$ cat src/rtl/game_pkg.sv
// Shared game definitions: the game-mode encoding used by the mode controller
// and the board-to-board frame constants shared by transmitter and receiver.
package game_pkg;

  typedef enum logic [1:0] {
    START       = 2'd0,
    GAME        = 2'd1,
    PLAYER1_WIN = 2'd2,
    PLAYER2_WIN = 2'd3
  } game_mode;

  localparam logic [7:0] FRAME_HEADER = 8'hA5;
  localparam int         FRAME_BYTES  = 3;

  // Frame-level states of the game-state transmitter.
  typedef enum logic [1:0] {
    ST_IDLE = 2'd0,
    ST_SEND = 2'd1,
    ST_DONE = 2'd2
  } tx_state_e;

  // Payload byte: collision flag above the two mode bits.
  function automatic logic [7:0] frame_byte1(input logic coll, input game_mode m);
    return {5'b0, coll, m};
  endfunction

endpackage

$ cat src/rtl/uart_tx_byte.sv
// 8N1 byte serializer: start bit, eight data bits LSB first, stop bit.
// ready is also high during the last cycle of the stop bit so the next byte
// can be loaded on that edge, giving back-to-back bytes with no idle gap.
module uart_tx_byte #(
  parameter int CLKS_PER_BIT = 10
) (
  input  logic       clk,
  input  logic       rst,
  input  logic       start,
  input  logic [7:0] data,
  output logic       tx,
  output logic       ready
);

  localparam int CW = $clog2(CLKS_PER_BIT);

  logic [CW-1:0] baud_q, baud_d;
  logic [3:0]    bit_q, bit_d;
  logic [9:0]    shift_q, shift_d;
  logic          active_q, active_d;
  logic          bit_end;

  assign bit_end = active_q && (baud_q == CW'(CLKS_PER_BIT - 1));
  assign ready   = !active_q || (bit_end && (bit_q == 4'd9));
  // The line is the low bit of the shifter; ones shift in so idle reads high.
  assign tx      = shift_q[0];

  // Baud timing and shifting; a fresh load overrides the end-of-byte update.
  always_comb begin
    baud_d   = baud_q;
    bit_d    = bit_q;
    shift_d  = shift_q;
    active_d = active_q;
    if (active_q) begin
      if (bit_end) begin
        baud_d  = '0;
        shift_d = {1'b1, shift_q[9:1]};
        if (bit_q == 4'd9) begin
          active_d = 1'b0;
          bit_d    = 4'd0;
        end else begin
          bit_d = bit_q + 4'd1;
        end
      end else begin
        baud_d = baud_q + CW'(1);
      end
    end
    if (start && ready) begin
      shift_d  = {1'b1, data, 1'b0};
      baud_d   = '0;
      bit_d    = 4'd0;
      active_d = 1'b1;
    end
  end

  // Serializer state register.
  always_ff @(posedge clk) begin
    if (rst) begin
      baud_q   <= '0;
      bit_q    <= 4'd0;
      shift_q  <= '1;
      active_q <= 1'b0;
    end else begin
      baud_q   <= baud_d;
      bit_q    <= bit_d;
      shift_q  <= shift_d;
      active_q <= active_d;
    end
  end

endmodule

$ cat src/rtl/game_state_tx.sv
// Game-state transmitter: sends {A5, coll/mode, checksum} frames to the
// opponent's board whenever the state needs to be (re)announced.
// Optional feature macro GAME_STATE_TX_HEARTBEAT_EN: periodic resend of the
// unchanged state every HEARTBEAT_CLKS idle clocks. CLK_HZ/BAUD must be >= 4.
module game_state_tx
  import game_pkg::*;
#(
  parameter int CLK_HZ         = 65_000_000,
  parameter int BAUD           = 115_200,
  parameter int HEARTBEAT_CLKS = 6_500_000
) (
  input  logic     clk,
  input  logic     rst,
  input  game_mode mode,
  input  logic     player1_collision,
  output logic     tx,
  output logic     busy,
  output logic     frame_done
);

  localparam int CLKS_PER_BIT = CLK_HZ / BAUD;

  tx_state_e  state_q, state_d;
  logic [1:0] byte_idx_q, byte_idx_d;
  logic [7:0] byte1_q, byte1_d;
  game_mode   last_mode_q, last_mode_d;
  logic       sent_valid_q, sent_valid_d;
  logic       coll_pend_q, coll_pend_d;
  logic       busy_q, busy_d;
  logic       done_q, done_d;
  logic       uart_start, uart_ready;
  logic [7:0] uart_data;
  logic       hb_expired;
  logic       pending;

  assign pending = !sent_valid_q || (mode != last_mode_q) || coll_pend_q || hb_expired;

`ifdef GAME_STATE_TX_HEARTBEAT_EN
  localparam int HBW = $clog2(HEARTBEAT_CLKS + 1);
  logic [HBW-1:0] hb_q, hb_d;
  logic           hb_snapshot;

  assign hb_snapshot = (state_q == ST_IDLE) && pending;
  assign hb_expired  = (hb_q == HBW'(HEARTBEAT_CLKS - 1));

  // Heartbeat counts idle clocks and restarts from zero at every snapshot.
  always_comb begin
    hb_d = hb_q;
    if (state_q == ST_IDLE) begin
      hb_d = hb_snapshot ? '0 : hb_q + HBW'(1);
    end
  end

  // Heartbeat counter register.
  always_ff @(posedge clk) begin
    if (rst) hb_q <= '0;
    else     hb_q <= hb_d;
  end
`else
  // No heartbeat hardware; the period parameter stays only for a uniform
  // instantiation interface and folds to a constant false.
  assign hb_expired = 1'b0 & (HEARTBEAT_CLKS == 0);
`endif

  uart_tx_byte #(
    .CLKS_PER_BIT(CLKS_PER_BIT)
  ) u_uart (
    .clk  (clk),
    .rst  (rst),
    .start(uart_start),
    .data (uart_data),
    .tx   (tx),
    .ready(uart_ready)
  );

  // Frame sequencing, change detection and collision latch.
  always_comb begin
    state_d      = state_q;
    byte_idx_d   = byte_idx_q;
    byte1_d      = byte1_q;
    last_mode_d  = last_mode_q;
    sent_valid_d = sent_valid_q;
    coll_pend_d  = coll_pend_q | player1_collision;
    busy_d       = busy_q;
    done_d       = 1'b0;
    uart_start   = 1'b0;
    uart_data    = FRAME_HEADER;
    case (state_q)
      ST_IDLE: begin
        if (pending) begin
          // Snapshot: a collision arriving right now waits for the next frame.
          uart_start   = 1'b1;
          uart_data    = FRAME_HEADER;
          byte1_d      = frame_byte1(coll_pend_q, mode);
          last_mode_d  = mode;
          sent_valid_d = 1'b1;
          coll_pend_d  = player1_collision;
          busy_d       = 1'b1;
          byte_idx_d   = 2'd0;
          state_d      = ST_SEND;
        end
      end
      ST_SEND: begin
        if (uart_ready) begin
          if (byte_idx_q == 2'(FRAME_BYTES - 1)) begin
            state_d    = ST_DONE;
            busy_d     = 1'b0;
            done_d     = 1'b1;
            byte_idx_d = 2'd0;
          end else begin
            byte_idx_d = byte_idx_q + 2'd1;
            uart_start = 1'b1;
            uart_data  = (byte_idx_q == 2'd0) ? byte1_q : (FRAME_HEADER ^ byte1_q);
          end
        end
      end
      ST_DONE: state_d = ST_IDLE;
      default: state_d = ST_IDLE;
    endcase
  end

  // Frame state register; reset abandons any frame in flight.
  always_ff @(posedge clk) begin
    if (rst) begin
      state_q      <= ST_IDLE;
      byte_idx_q   <= 2'd0;
      byte1_q      <= 8'd0;
      last_mode_q  <= START;
      sent_valid_q <= 1'b0;
      coll_pend_q  <= 1'b0;
      busy_q       <= 1'b0;
      done_q       <= 1'b0;
    end else begin
      state_q      <= state_d;
      byte_idx_q   <= byte_idx_d;
      byte1_q      <= byte1_d;
      last_mode_q  <= last_mode_d;
      sent_valid_q <= sent_valid_d;
      coll_pend_q  <= coll_pend_d;
      busy_q       <= busy_d;
      done_q       <= done_d;
    end
  end

  assign busy       = busy_q;
  assign frame_done = done_q;

endmodule

$ cat config.mk
export PLATFORM = sky130hd
export DESIGN_NAME = game_state_tx
export DESIGN_NICKNAME = d
export VERILOG_FILES = /design/src/rtl/game_pkg.sv /design/src/rtl/uart_tx_byte.sv /design/src/rtl/game_state_tx.sv
export SDC_FILE = /design/constraint.sdc
export NUM_CORES = 1
export LEC_CHECK = 0
export CAP_MARGIN = 20
export CORE_ASPECT_RATIO = 1.5
export CORE_MARGIN = 8
export CORE_UTILIZATION = 55
export DETAILED_ROUTE_END_ITERATION = 16
export DONT_BUFFER_PORTS = 1
export PLACE_DENSITY = 0.73
export SLEW_MARGIN = 10
export SYNTH_ARGS = -nofsm -noshare
export SYNTH_HDL_FRONTEND = slang
export SYNTH_SLANG_ARGS = --single-unit
$ cat constraint.sdc
create_clock -name clk -period 1.8 [get_ports clk]
set_input_delay 0.27 -clock clk [delete_from_list [all_inputs] [get_ports clk]]
set_output_delay 0.27 -clock clk [all_outputs]
set_load 0.005 [all_outputs]
# --- Yosys cells after proc, flatten, opt, wreduce, memory -nomap -nowiden ---
# Index checks and enable logic that the tools add are counted.
op_classes:
  n_addsub: 3
  n_eq_ne: 8
  n_mux: 32
  n_bitwise: 4
  reduce_logical: 21
op_table:
  columns: ["operator", "count"]
  rows:
  - ["$mux 8", 4]
  - ["$mux 9", 3]
  - ["$mux 1", 13]
  - ["$mux 2", 6]
  - ["$add 10x1->10 const B", 1]
  - ["$eq 10x10->1 const B", 1]
  - ["$mux 10", 1]
  - ["$pmux 2 s2", 2]
  - ["$reduce_and 2->1", 3]
  - ["$reduce_and 3->1", 2]
  - ["$reduce_bool 2->1", 3]
  - ["$add 4x1->4 const B", 1]
  - ["$eq 4x4->1 const B", 1]
  - ["$logic_not 2->1", 2]
  - ["$mux 4", 1]
  - ["$ne 2x2->1 const B", 2]
  - ["$not 2->4", 1]
  - ["$pmux 1 s2", 2]
  - ["$reduce_and 4->1", 1]
  - ["$logic_and 1x1->1", 3]
  - ["$logic_or 1x1->1", 3]
  - ["$reduce_or 3->1", 1]
  - ["$add 2x1->2 const B", 1]
  - ["$eq 2x1->1 const B", 1]
  - ["7 further kinds", 9]
word_totals:
  reg_bits: 37
  elab_cells: 80

# --- Longest topological paths before layout ---
# Gate-level depths: netlist of the first run.
depth:
  ltp_word: 9
  depth_mapped: 8
  mapped_depth_nobuf: 6

# --- Cells and area by module ---
# Synthesis of the first run repeated with hierarchy kept, for this count alone.
hier_totals:
  hier_cells: 179
  hier_area_um2: 1549.0
modules_own_cells:
  columns: ["mod", "n_inst", "cells_each", "area_each_um2", "seq_area_each_um2"]
  rows:
  - ["uart_tx_byte", 1, 122, 1074.8, 480.5]
  - ["game_state_tx", 1, 57, 474.2, 220.2]

# --- Least setup slack after synthesis of the first run ---
# OpenSTA, ideal clock, no wires.
synth_timing:
  path_kind: "register to register"
  from: "register u_uart.baud_q[2]"
  to: "register u_uart.bit_q[3]"
  setup_time_ns: 0.130
  t_arrival_ns: 1.736
  required_time_ns: 1.670
  setup_slack_ns: -0.066
  stages_incl_launch_ff: 8
  synth_period_minus_slack_ns: 1.866
  cell_sequence: "dfxtp_1 or4b_4 nor4_4 o211a_1 buf_6 or2_1 buf_6 a31oi_2"
synth_between:
  elab_chain_len: 8
synth_lines:
  columns: ["element", "line", "source"]
  rows:
  - ["start: declaration", "uart_tx_byte.sv:17", "logic [CW-1:0] baud_q, baud_d;"]
  - ["start signal: assignment", "uart_tx_byte.sv:64", "baud_q <= baud_d;"]
  - ["$eq 10x10->1 *", "uart_tx_byte.sv:23", "assign bit_end = active_q && (baud_q == CW'(CLKS_PER_BIT - 1));"]
  - ["$logic_and 1x1->1 *", "uart_tx_byte.sv:23", null]
  - ["$logic_and 1x1->1", "uart_tx_byte.sv:24", "assign ready = !active_q || (bit_end && (bit_q == 4'd9));"]
  - ["$logic_or 1x1->1", "uart_tx_byte.sv:24", null]
  - ["$mux 1", "game_state_tx.sv:104", "if (uart_ready) begin"]
  - ["$pmux 1 s2", "game_state_tx.sv:88", "case (state_q)"]
  - ["$logic_and 1x1->1", "uart_tx_byte.sv:48", "if (start && ready) begin"]
  - ["$reduce_or 2->1 (no source line)", null, null]
  - ["end signal: assignment", "uart_tx_byte.sv:65", "bit_q <= bit_d;"]
  - ["end: declaration", "uart_tx_byte.sv:18", "logic [3:0] bit_q, bit_d;"]
# Every way passes the cells marked *; elsewhere a longest branch is shown, timed or not.
# A chain may end at the register's enable or synchronous reset.

# --- Worst setup path in the final report of the first run ---
layout_timing:
  from: "register u_uart.baud_q[2]"
  to: "register u_uart.shift_q[6]"
layout_between:
  elab_chain_len: 9
layout_lines:
  columns: ["element", "line", "source"]
  rows:
  - ["$eq 10x10->1 *", "uart_tx_byte.sv:23", null]
  - ["$logic_and 1x1->1 *", "uart_tx_byte.sv:23", null]
  - ["$logic_and 1x1->1", "uart_tx_byte.sv:24", null]
  - ["$logic_or 1x1->1", "uart_tx_byte.sv:24", null]
  - ["$mux 1", "game_state_tx.sv:104", null]
  - ["$pmux 1 s2", "game_state_tx.sv:88", null]
  - ["$logic_and 1x1->1", "uart_tx_byte.sv:48", null]
  - ["$reduce_bool 2->1 (no source line)", null, null]
  - ["$reduce_and 2->1 (no source line)", null, null]
  - ["end signal: assignment", "uart_tx_byte.sv:66", "shift_q <= shift_d;"]
  - ["end: declaration", "uart_tx_byte.sv:19", "logic [9:0] shift_q, shift_d;"]
# Marked as above.

==> results by group, run 1 <==
Run status
  • Outcome: finished, violations left
  • Failing checks: setup timing

Worst hold path
  • Worst Hold Class: primary input to flop

Pwr
  • Psw: 0.370 mW
  • Max IR drop VDD: 0.767 mV
  • Comb pwr share: 8.0%
  • PD cells: 878 mW/mm²
  • Flop pwr share: roughly half
  • Internal power: 1.31 mW
  • LEAKAGE: 0.723 nW
  • Sw Share: ~22%
  • Clk network pwr share: approximately 43%

Finish
  • Post-Layout Cell Count: 236
  • Final core occ: 71.0%
  • # diodes: 0
  • Synth-to-layout area growth: 22.5%
  • Final net count: 204
  • Share of cells above drive strength 1: 26.6%

STA
  • Clock skew: 4.10 ps
  • Slew @ Worst Pin: 510 ps
  • Period utilization: 105%
  • PnR worst setup slack: -85.7 ps
  • Final min period: 1890 ps
  • Unrepaired setup endpoints after global routing: true
  • Final hold vios: 0
  • Slew Limit Fails: 0
  • Peak Freq: between 500 and 600 MHz
  • Worst rel slew slack: 65.7%
  • Endpoints failing setup: 19

Logic synthesis
  • #FFs+latches synth: 35
  • Most frequent cell after synthesis: dfxtp_1
  • Post-Syn Area: 0.00157 mm²
  • Prevailing post-synth register cell: dfxtp_1
  • Commonest cells in the netlist: dfxtp_1 (35), nor2_1 (24), nand2_1 (18), a21oi_1 (16), o21ai_0 (11)
  • YS warnings: 0
  • Post-Syn Instances: 175
  • Post-synthesis sequential area ratio: 44.7%
  • Post-synth EDFFs: 0
  • Mean area per synthesized cell: 8.95 µm²
  • Fraction of registers with async set/reset: 0%
  • Mapped Nets: ~180
  • Synth unique cells: 40
  • Yosys top cell area share: 44.7%
  • Synth top area cells: dfxtp_1 (45%), nor2_1 (5.8%), a21oi_1 (5.1%), xor2_1 (5.0%), nand2_1 (4.3%)
  • Area leader, netlist: dfxtp_1

Clocking
  • Worst skew pair latency: between 200 and 300 ps
  • Post-CTS Hold Fix Bufs: 0
  • Root Driver: clkbuf_8
  • Bufs on Longest Clock Path: 2
  • CTS Sinks: 35
  • Num CTS Buffers: 5
  • CTS tree: built
  • Worst-path clk slew: 70 ps
  • H-tree Lvls: 2

Critical path
  • Crit path max-delay family: simple AND/OR/NAND/NOR gates
  • Setup CP Type: flop to flop
  • Crit-path max cell delay: 580 ps
  • CP required: 1960 ps
  • Worst setup EP type: flop
  • Critical Path AT: 2050 ps
  • Crit-path cells: or4b_4 -> nor3_4 -> buf_4 -> mux2_4 -> nor2_1 -> o21ai_0
  • Worst path buffer plus inverter count: 1
  • Slowest stage cell on the critical path: or4b_4
  • Crit-path max FO: 5
  • Crit start category: flop

Detailed routing
  • Top sig layer: met4
  • Final ANT Viol Nets: 0
  • Drt wl/cell: around 14 µm
  • Initial drt markers: 15
  • Initial DRT Pass Iterations: 4
  • Met3 wire len: 142 µm
  • Post-Route M1 WL: 1270 µm
  • Via count: about 1300
  • DR DRC count: 0
  • Metal2 WL: 1830 µm
  • Via density: approximately 5.5
  • Routed WL: roughly 3300 µm

Die
  • Initial core utilization: 57.9%
  • Core Rows: 23
  • # IOs: 8
  • Die Width: between 50 and 60 µm
  • Core Region: 0.00271 mm²
  • Die H: 81.4 µm
  • DIE AREA: 0.00485 mm²

GRT
  • Grt total ovfl: 0
  • First-pass GRT wire length: 5430 µm
  • Antenna violations before repair: 0
  • Number of global-route vias before repair: approximately 1300
  • Overall routing resource usage: approximately 15%
  • Largest net degree at the start of global routing: 15

Placed design
  • Routability-driven placement congestion ratio: 0.782
  • DPL Wire Length: 2360 µm
  • Placed Instances: approximately 230
  • Port bufs: 0

Job
  • Number of max-cap violations: 0
## path summary, 6_finish.rpt
kind / from / end / slack (ps) / depth (start not counted)
max reg2reg: u_uart.baud_q[2] / u_uart.shift_q[6] / -90 / 6
max: u_uart.baud_q[2] / u_uart.shift_q[6] / -90 / 6
min reg2reg: coll_pend_q / byte1_q[2] / 470 / 2
min: rst / byte1_q[1] / 50 / 1
## metal layers
layer / track usage [%] / vias to the layer above
li1: - / 653
met1: 13.6 / 623
met2: 26.5 / 15
met3: 5.21 / 6
met4: 8.15 / 0
met5: 0 / -
## registers in the layout, summed over array words and instances (netlist names)
register and cells:
busy 1, byte1_q 2, byte_idx_q 2, coll_pend_q 1, frame_done 1, last_mode_q 1, sent_valid_q 1, state_q 2
u_uart.active_q 1, u_uart.baud_q 10, u_uart.bit_q 4, u_uart.shift_q 9
## worst reg2reg max path, cell delays in order, from the launching register on
cell	delay (ps)
dfxtp_1	320
or4b_4	580
nor3_4	210
buf_4	180
mux2_4	300
nor2_1	90
o21ai_0	70
## layout make-up
type | instances | area [µm²]
repair buffers | 21 | 163
fillers | 221 | 786
clock inverters | 2 | 35.0
well taps | 37 | 46.3
flip-flops and latches | 35 | 704
inverters | 3 | 11.3
multi-input cells | 132 | 877
clock buffers | 6 | 82.6
## metrics by stage
step / area, µm² / setup WS (ps) / power (mW) / setup TNS [ps] / hold WS, ps
6_report: 1920 / -85.7 / 1.68 / -1070 / 46.1
5_1_grt: 1920 / -146 / 1.75 / -2410 / 35.3
4_1_cts: 1860 / -78.5 / 1.68 / -498 / 41.0
3_5_place_dp: 1720 / -73.9 / 0.957 / -683 / 344
3_3_place_gp: 1720 / -15.3 / 0.951 / -72.7 / 341
2_1_floorplan: 1580 / -41.4 / 0.931 / -280 / 360
## kinds of logic (layout without fill, tap and decap cells)
family / after synthesis / after routing / share of synthesized area (%)
muxes: 6 / 6 / 3.91
and+or+nand+nor: 78 / 78 / 27.3
AOI/OAI and AO/OA: 35 / 35 / 13.2
buffers and inverters: 8 / 32 / 3.35
DFF: 35 / 35 / 44.7
xor gates and xnor gates: 12 / 12 / 6.71
adders and majority gates: 1 / 1 / 0.799
## cell usage in the layout (no fill, tap or decap), drive strengths merged, types with 2 or more instances in the layout
master / Yosys / final
nand3: 3 / 3
nand2b: 2 / 2
nor3: 7 / 7
o21a: 2 / 2
o21ai: 12 / 12
xnor2: 3 / 3
xor2: 9 / 9
dfxtp: 35 / 35
mux2i: 5 / 5
buf: 3 / 21
nor2b: 3 / 3
inv: 3 / 3
or2: 3 / 3
a21oi: 16 / 16
nand2: 19 / 19
and3: 3 / 3
nand4: 4 / 4
nor4: 2 / 2
clkbuf: 2 / 6
or3: 2 / 2
nor2: 24 / 24
## power by group through the flow
stage	registers [mW]	logic [mW]	clock network, mW
2_1_floorplan	0.840	0.0907	0
3_3_place_gp	0.844	0.107	0
3_5_place_dp	0.846	0.111	0
4_1_cts	0.828	0.119	0.734
5_1_grt	0.832	0.148	0.770
6_report	0.830	0.134	0.721
## timing repair
action	4_1_cts	5_1_grt
endpoints found under the setup margin	18	27
gates cloned	0	1
gates resized for setup	10	11
setup buffers	0	2
pin swaps	2	9
Note: power is estimated with default switching activity, not from simulation.
==> inputs of run 2 (changes only) <==
--- a/config.mk
+++ b/config.mk
@@ -9,8 +9,8 @@
 export CORE_ASPECT_RATIO = 1.5
 export CORE_MARGIN = 8
-export CORE_UTILIZATION = 55
+export CORE_UTILIZATION = 50
 export DETAILED_ROUTE_END_ITERATION = 16
 export DONT_BUFFER_PORTS = 1
-export PLACE_DENSITY = 0.73
+export PLACE_DENSITY = 0.68
 export SLEW_MARGIN = 10
 export SYNTH_ARGS = -nofsm -noshare
==> constraint.sdc (replaced) <==
create_clock -name clk -period 1.8 [get_ports clk]
set_input_delay 0.09 -clock clk [delete_from_list [all_inputs] [get_ports clk]]
set_output_delay 0.09 -clock clk [all_outputs]
set_load 0.005 [all_outputs]
==> run 2 against run 1 <==
The flow finishes with violations (hold timing, setup timing). Flip-flop and latch count is the same. Largest cell class unchanged. Register-to-register slack is essentially flat. Critical path depth shrank 1. Largest power group unchanged. Clock skew grew 5.3 ps.
==> results by group, run 2 (synthesis results as in run 1) <==
Run status
  • Failing checks: hold timing, setup timing
  • Outcome: finished, violations left

Finish
  • Most common cell after layout, fill and taps aside: dfxtp_1
  • Max FFs per register: 10
  • Post-Layout Cell Count: 246
  • # fillers: 277
  • Synth-to-layout area growth: 24.8%
  • # diodes: 0
  • Most frequent cells in the layout: dfxtp_1 (31), nor2_1 (20), buf_4 (19)
  • Reg with most FFs: u_uart.baud_q
  • Biggest regs: u_uart.baud_q (10), u_uart.shift_q (9), u_uart.bit_q (4)
  • Share of cells above drive strength 1: 27.2%
  • Final net count: 211
  • Final core occ: 63.8%

Die
  • Core Rows: 25
  • # IOs: 8
  • DIE AREA: 0.00522 mm²
  • Die H: 84.6 µm
  • Initial core utilization: 51.1%
  • Core Region: between 0.003 and 0.004 mm²
  • Die Width: 61.7 µm

STA
  • Final hold slack: -142 ps
  • Slew @ Worst Pin: 502 ps
  • Clock skew: 9.39 ps
  • Period utilization: 105%
  • Final hold vios: 8
  • Unrepaired setup endpoints after global routing: true
  • Final min period: between 1500 and 2000 ps
  • Endpoints failing setup: 18
  • PnR worst setup slack: -95.2 ps
  • Slew Limit Fails: 0
  • Peak Freq: 528 MHz
  • Worst rel slew slack: 66.2%

Placed design
  • Placed Instances: 228
  • Port bufs: 0
  • DPL Wire Length: 2540 µm
  • Routability-driven placement congestion ratio: between 0.7 and 0.8

Critical path
  • Worst setup EP type: flop
  • Crit-path max FO: 8
  • Crit start category: flop
  • CP required: roughly 2000 ps
  • Critical Path AT: 2080 ps
  • Setup CP Type: flop to flop

Detailed routing
  • Metal2 WL: between 2000 and 2500 µm
  • Drt wl/cell: approximately 15 µm
  • Met3 wire len: roughly 170 µm
  • Routed WL: between 3000 and 4000 µm
  • Initial DRT Pass Iterations: 4
  • Via count: 1356
  • Via density: 5.51
  • Post-Route M1 WL: 1430 µm
  • Final ANT Viol Nets: 0
  • DR DRC count: 0
  • Initial drt markers: 60
  • Top sig layer: met4

GRT
  • First-pass GRT wire length: 5550 µm
  • Grt total ovfl: 0
  • Antenna violations before repair: 0
  • Largest net degree at the start of global routing: 15
  • Number of global-route vias before repair: between 1000 and 1500
  • Overall routing resource usage: roughly 14%

Clocking
  • Num CTS Buffers: 5
  • Root Driver: clkbuf_8
  • Worst-path clk slew: 70 ps
  • CTS Sinks: 35
  • Bufs on Longest Clock Path: 2
  • Worst skew pair latency: 290 ps
  • H-tree Lvls: 2
  • CTS tree: built
  • Post-CTS Hold Fix Bufs: 4

Pwr
  • PD cells: between 700 and 800 mW/mm²
  • LEAKAGE: between 0.7 and 0.8 nW
  • Max IR drop VDD: 0.563 mV

Worst hold path
  • Worst Hold Class: primary input to flop

Job
  • Number of max-cap violations: 0
-- run 2: changes by cell type in the layout (fill, tap and decap cells not counted), sizes merged --
cell	delta
bufinv	-1
clkinv	+2
dlygate4sd3	+4
clkbuf	-1
buf	+3
-- run 2: layout make-up --
class                      count  area, µm²  area share [%]
sequential                    35        706            36.1
clock buffer                   5       68.8            3.52
tap                           40       50.0            2.56
inverter                       3       11.3           0.576
clock inverter                 3       15.0           0.768
multi-input combinational    132        866            44.3
timing repair buffer          28        239            12.2
-- run 2: timing repair --
action	CTS	global route
gates cloned	0	1
setup buffers	1	4
pin swaps	0	8
gates resized for setup	8	18
setup endpoints to repair	20	26
hold endpoints to repair	12	8
-- run 2: critical path: stages, from the launching register on --
cell and delay (ps):
dfxtp_2 320, or4bb_4 550, nor4_4 340, o211a_1 270
or2_4 230, nor2_1 70
-- run 2: metrics by stage --
step           total power [mW]  setup TNS, ps  cell area (µm²)  worst slack, ps  hold WS (ps)
2_1_floorplan             0.931           -280             1580            -41.4           180
5_1_grt                    1.56          -2450             1960             -169          -150
6_report                   1.52          -1030             1960            -95.2          -142
3_3_place_gp              0.952          -57.1             1720            -19.3           162
3_5_place_dp              0.958           -953             1720            -97.2           163
4_1_cts                    1.51           -367             1870            -60.9          -141
-- run 2: path summary, 6_finish.rpt --
check,from,end,slack (ps),depth (start not counted)
max reg2reg,u_uart.bit_q[2],u_uart.baud_q[3],-100,5
min reg2reg,u_uart.shift_q[1],u_uart.shift_q[1],480,2
max,u_uart.bit_q[2],u_uart.baud_q[3],-100,5
min,rst,busy,-140,1
-- run 2: power breakdown --
| group | total (mW) | leakage (nW) | switching, mW | internal (mW) |
|---|---|---|---|---|
| Clock | 0.556 | 0.0477 | 0.292 | 0.265 |
| Sequential | 0.828 | 0.289 | 0.0221 | 0.806 |
| Combinational | 0.136 | 0.436 | 0.0732 | 0.0625 |
-- run 2: layer usage --
metal  vias to the layer above  GRT usage [%]
met2                        26           23.7
li1                        673              -
met5                         -              0
met3                         9           5.50
met1                       648           13.5
met4                         0           7.71
